===== src/rtl/avg5_prefilter.sv =====
// avg5_prefilter: per-channel 5-tap moving-average anti-alias filter ahead of a decimate-by-5 stage
module avg5_prefilter #(
  parameter int DATA_W   = 24,
  parameter int CH_W     = 2,
  parameter int TAPS     = 5,
  parameter int SCALE    = 13107,
  parameter int SCALE_SH = 16
) (
  input  logic              s_axis_aclk,
  input  logic              s_axis_aresetn,
  input  logic [DATA_W-1:0] s_axis_tdata,
  input  logic              s_axis_tvalid,
  output logic              s_axis_tready,
  input  logic [CH_W-1:0]   s_axis_tuser,
  output logic [DATA_W-1:0] m_axis_tdata,
  output logic              m_axis_tvalid,
  input  logic              m_axis_tready,
  output logic [CH_W-1:0]   m_axis_tuser
);
  localparam int NUM_CH = 2**CH_W;
  localparam int PW     = $clog2(TAPS);
  localparam int ACC_W  = DATA_W + PW;
  localparam int PROD_W = ACC_W + 16;

  logic signed [ACC_W-1:0] hist [NUM_CH][TAPS];
  logic signed [ACC_W-1:0] acc [NUM_CH];
  logic [PW-1:0]           wptr [NUM_CH];
  logic                    en, fire, s1_valid;
  logic [CH_W-1:0]         s1_ch;
  logic signed [ACC_W-1:0] s1_acc, x, old, acc_new;
  logic signed [PROD_W-1:0] prod, rnd;

  assign en            = !m_axis_tvalid | m_axis_tready;
  assign s_axis_tready = en;
  assign fire          = en & s_axis_tvalid;
  assign x             = {{(ACC_W-DATA_W){s_axis_tdata[DATA_W-1]}}, s_axis_tdata};
  assign old           = hist[s_axis_tuser][wptr[s_axis_tuser]];
  // running sum: add the newest sample, drop the one falling out of the window
  assign acc_new       = acc[s_axis_tuser] + x - old;
  assign prod          = PROD_W'(s1_acc) * PROD_W'(SCALE);
  assign rnd           = prod + PROD_W'(2**(SCALE_SH-1));

  always_ff @(posedge s_axis_aclk) begin
    if (!s_axis_aresetn) begin
      for (int c = 0; c < NUM_CH; c++) begin
        acc[c]  <= '0;
        wptr[c] <= '0;
        for (int t = 0; t < TAPS; t++) hist[c][t] <= '0;
      end
      s1_valid      <= 1'b0;
      s1_acc        <= '0;
      s1_ch         <= '0;
      m_axis_tvalid <= 1'b0;
      m_axis_tdata  <= '0;
      m_axis_tuser  <= '0;
    end else if (en) begin
      s1_valid <= fire;
      if (fire) begin
        acc[s_axis_tuser]                     <= acc_new;
        hist[s_axis_tuser][wptr[s_axis_tuser]] <= x;
        wptr[s_axis_tuser] <= (wptr[s_axis_tuser] == PW'(TAPS-1)) ? '0 : wptr[s_axis_tuser] + 1'b1;
        s1_acc <= acc_new;
        s1_ch  <= s_axis_tuser;
      end
      m_axis_tvalid <= s1_valid;
      m_axis_tuser  <= s1_ch;
      m_axis_tdata  <= DATA_W'(rnd >>> SCALE_SH);
    end
  end
endmodule


===== config.mk =====
export PLATFORM = sky130hd
export DESIGN_NAME = avg5_prefilter
export DESIGN_NICKNAME = d
export VERILOG_FILES = /design/src/rtl/avg5_prefilter.sv
export SDC_FILE = /design/constraint.sdc
export NUM_CORES = 2
export LEC_CHECK = 0
export BUFFER_PORTS_ARGS = -buffer_cell sky130_fd_sc_hd__buf_2
export CAP_MARGIN = 40
export CORE_MARGIN = 8
export CORE_UTILIZATION = 25
export CTS_CLUSTER_DIAMETER = 30
export DETAILED_ROUTE_END_ITERATION = 7
export PLACE_DENSITY_LB_ADDON = 0.08
export REMOVE_ABC_BUFFERS = 1
export SYNTH_ARGS = -nofsm -noshare
export SYNTH_HDL_FRONTEND = slang
export SYNTH_SLANG_ARGS = --single-unit

===== constraint.sdc =====
create_clock -name s_axis_aclk -period 17.13 [get_ports s_axis_aclk]
set_input_delay 2.5695 -clock s_axis_aclk [delete_from_list [all_inputs] [get_ports s_axis_aclk]]
set_output_delay 2.5695 -clock s_axis_aclk [all_outputs]
set_load 0.05 [all_outputs]

# Yosys cells after proc, flatten, opt, wreduce, memory -nomap -nowiden
# Memory sizes are Yosys's and may differ from the RTL's.
# Index checks and enable logic that the tools add are counted.
[word_totals]
regBits = 57
ramBits = 660
output_inout_bits = 28
wordCells = 47
memories = 3
[mem_list]
columns = ["memory", "depth", "word_bits", "read_ports", "rd_ports_with_merged_regs", "write_ports", "line", "text"]
rows = [
  ["hist", 4, 135, 1, 0, 4, "25", "logic signed [ACC_W-1:0] hist [NUM_CH][TAPS];"],
  ["acc", 4, 27, 1, 0, 4, "26", "logic signed [ACC_W-1:0] acc [NUM_CH];"],
  ["wptr", 4, 3, 1, 0, 4, "27", "logic [PW-1:0] wptr [NUM_CH];"],
]
[classes]
add_sub_neg = 4
multipliers = 1
magnitude_cmp = 2
n_eq_ne = 1
muxes = 21
bitwise_logic = 3
n_reduce_logical = 6
[ops]
columns = ["op", "n"]
rows = [
  ["2-to-1 mux 135 bit", 3],
  ["OR reduction 135 bit", 1],
  ["2-to-1 mux 27 bit", 4],
  ["binary-select mux 27 bit (select 3 bit)", 1],
  ["demux 27 bit (select 3 bit)", 1],
  ["adder 40 x 17 -> 40 bit, second input constant", 1],
  ["multiplier 27 x 15 -> 40 bit, second input constant", 1],
  ["adder 27 x 24 -> 27 bit", 1],
  ["OR reduction 27 bit", 1],
  ["subtractor 27 bit", 1],
  ["2-to-1 mux 1 bit", 7],
  ["2-to-1 mux 2 bit", 3],
  ["2-to-1 mux 3 bit", 2],
  ["greater-or-equal comparator 4 bit, second input constant", 1],
  ["< comparator 4 x 1 -> 1 bit, second input constant", 1],
  ["inverter 3 -> 4 bit", 1],
  ["adder 3 x 1 -> 3 bit, second input constant", 1],
  ["equality test 3 bit, second input constant", 1],
  ["OR reduction 3 bit", 1],
  ["AND reduction 2 bit", 1],
  ["bitwise AND 1 bit", 1],
  ["logical AND 1 bit", 1],
  ["logical NOT 1 bit", 1],
  ["OR 1 bit", 1],
]

# Logic depth before layout (Yosys ltp)
[depth]
depth_word = 9
ltp_mapped = 26
depth_no_buf = 22

# Worst setup path after synthesis
# No wires, ideal clock.
[synth_path]
kind = "in2reg"
start = "input s_axis_tuser[0]"
end = "memory acc[0][23] in the netlist's numbering (data pin)"
setup_time_ns = 0.266
t_arrival_ns = 6.884
t_required_ns = 16.864
setup_slack_ns = 9.980
stages = 18
n_path_buf = 3
cell_sequence = "buf_2 -> buf_2 -> buf_1 -> mux4_2 -> a22oi_1 -> o22ai_1 -> fa_1 -> inv_1 -> ha_1 -> a21o_1 -> a21oi_2 -> o21ai_1 -> a31o_1 -> a221oi_2 -> a21oi_2 -> o41ai_2 -> xor2_1 -> nor2_1"
[synth_lines]
columns = ["element", "line", "text"]
rows = [
  ["start: declaration", "14", "input logic [CH_W-1:0] s_axis_tuser,"],
  ["end: declaration", "26", ""],
]

==> metrics <==
status finished, final reports clean; final hold violations 0; Overflow after GRT 0; gp weighted congestion 0.794; synthesized flop and latch total 657; Layout Skew 0.0814 ns; Max Freq approximately 0.12 GHz; Synth area leaders edfxtp_1 48%, fa_1 8.9%, mux4_2 8.9%, nor3_1 6.1%, ha_1 5.8%; hold buffers post-CTS 0; die area 0.163 sq mm; Total Wirelength roughly 130 mm; crit path max fanout 42; area grow syn2layout 24.1%; Crit. End Element flip-flop; vias in the first global route 27618; Final Slew Violations 0; Gate Count Post-Synth 3099; I/O Pins 58; Post-CTS Setup Bufs 0; Row Count 142; Global Route Usage Sum 0.155; TritonRoute pass-1 iters 5; area leader, netlist edfxtp_1; commonest non-fill, non-tap cell in the layout edfxtp_1; first-pass GRT wire length 188 mm; crit path kind in2reg; post-synth cell types 73; Mean Syn Cell Area between 10 and 15 sq um; CTS H-tree depth 4; share of Yosys cell area claimed by the top area cell type 0.479; Longest Clk Path Bufs 3; detail-routed net length per standard cell approximately 24 um; async set-reset flop share out of synthesis 0; Hold Path Class reg2reg; nets 3551; Final setup violation count 0; most frequent cells in the layout 600 x edfxtp_1, 459 x nor3_1, 382 x inv_1, 181 x clkbuf_16, 175 x ha_1; PortBufs 57; share of cells above drive strength 1 0.187; initial antenna violation count 5; Synthesis Warnings 0; clock sinks 657; share of the yosys chip area belonging to registers 0.509; CTS tree built; setup TNS 0 ns; Synth Cell Area 0.0376 sq mm; minimum clock period roughly 8.5 ns; Startpoint Class primary input; Die W 404 um; via count 25201; initial core utilization 0.252; Worst-path clk slew 0.04 ns; CP arrival 9.00 ns; DRC Markers 0; Post-synth EDFFs 600; Tcrit/Tclk final 0.498; Max-slew headroom 0.377; Root Driver clkbuf_16; RSZ-0062 raised after global routing no; Via density between 4 and 5; ys flop type edfxtp_1; Max Cap Viol 0; CTS resizes 0; Worst Tran Pin Value 0.930 ns; clk_lat worst skew 0.79 ns; Post-DRT Antenna Nets 0; largest net degree at the start of global routing 68; detailed placement HPWL 83.3 mm; Critical Path RT 17.59 ns; Core Region 0.150 sq mm; die height around 400 um; CTS Buf Count 180; Starting DRT DRC Count 1657
[per-stage QoR]
stage          instance area (sq um)  hold slack (ns)  setup slack [ns]   util  cells
2_1_floorplan                  36700            0.441              8.43      -   2851
3_3_place_gp                   40400            0.444              7.74  0.270   5002
3_5_place_dp                   40600            0.456              7.73  0.272   5012
4_1_cts                        46700            0.463              8.54  0.312   5346
5_1_grt                        46700            0.492              8.21  0.312   5346
6_report                       46700            0.461              8.60  0.312   5347
[worst max-delay path, stage by stage]
cell	delay [ns]
buf_8	0.39
mux2_2	0.42
o21ai_4	0.11
buf_4	0.47
inv_2	0.46
nor2_2	0.60
buf_4	0.37
a21oi_1	0.10
o22ai_1	0.39
fa_1	0.54
inv_1	0.08
ha_1	0.22
a21o_1	0.18
a21oi_1	0.26
or4_1	0.15
o21ai_1	0.16
a221oi_2	0.49
a21oi_2	0.12
o41ai_2	0.26
xor2_1	0.40
nor2_1	0.10
[registers in the layout (all words and copies together) (netlist names)]
register       cells
wptr              12
m_axis_tdata      24
m_axis_tuser       2
hist             480
s1_acc            27
acc              108
m_axis_tvalid      1
s1_ch              2
s1_valid           1
[cells by family (layout without fill, tap and decap cells)]
family / Yosys count / after routing / synth area share
buffers and inverters: 631 / 862 / 0.0640
AO/OA/AOI/OAI: 334 / 334 / 0.0578
flip-flops: 657 / 657 / 0.509
AND/OR/NAND/NOR: 920 / 920 / 0.117
XOR/XNOR: 55 / 55 / 0.0130
other: 0 / 1 / 0
adder cells (fa/ha/maj): 344 / 344 / 0.148
multiplexers: 158 / 158 / 0.0913
[synth_stat cells, drive strengths merged, types with 11 or more instances]
library cell and count:
mux4 148, nand4 11, dfxtp 57, inv 383
fa 168, nor3 459, xnor2 29, and2 56
clkbuf 189, o21bai 11, edfxtp 600, ha 175
nor2 158, a21o 36, buf 59, xor2 26
a211oi 11, nand2 153, o22ai 26, o21ai 66
a21oi 95, a22oi 24, nand3 29
[final timing paths]
path,slack (ns),from,cells past startpoint,endpoint
hold / removal,0.46,m_axis_tdata[2],2,m_axis_tdata[2]
hold reg to reg,0.46,m_axis_tdata[2],2,m_axis_tdata[2]
setup reg to reg,10.67,wptr[2][0],21,acc[2][23]
setup / recovery,8.60,s_axis_tuser[0],21,acc[2][23]
[metal layers]
metal	vias to the layer above	share of wire	global-route usage
met4	0	0.021	0.0412
met2	635	0.46	0.249
met1	13067	0.46	0.214
met5	-	0	0
li1	11321	-	-
met3	178	0.052	0.0332
[layout make-up]
type                            count  area [sq um]
Fill cell                       15188        103000
Sequential cell                   657         19200
Multi-Input combinational cell   1811         16400
Clock buffer                      217          4710
Tap cell                         2016          2520
Inverter                          383          1440
Clock inverter                    117          1360
Timing Repair Buffer              145          1140
Antenna cell                        1          2.50
Power is left out: the tool's default activity adds up to more than one toggle a clock period on the data nets, which glitch-free logic cannot reach.
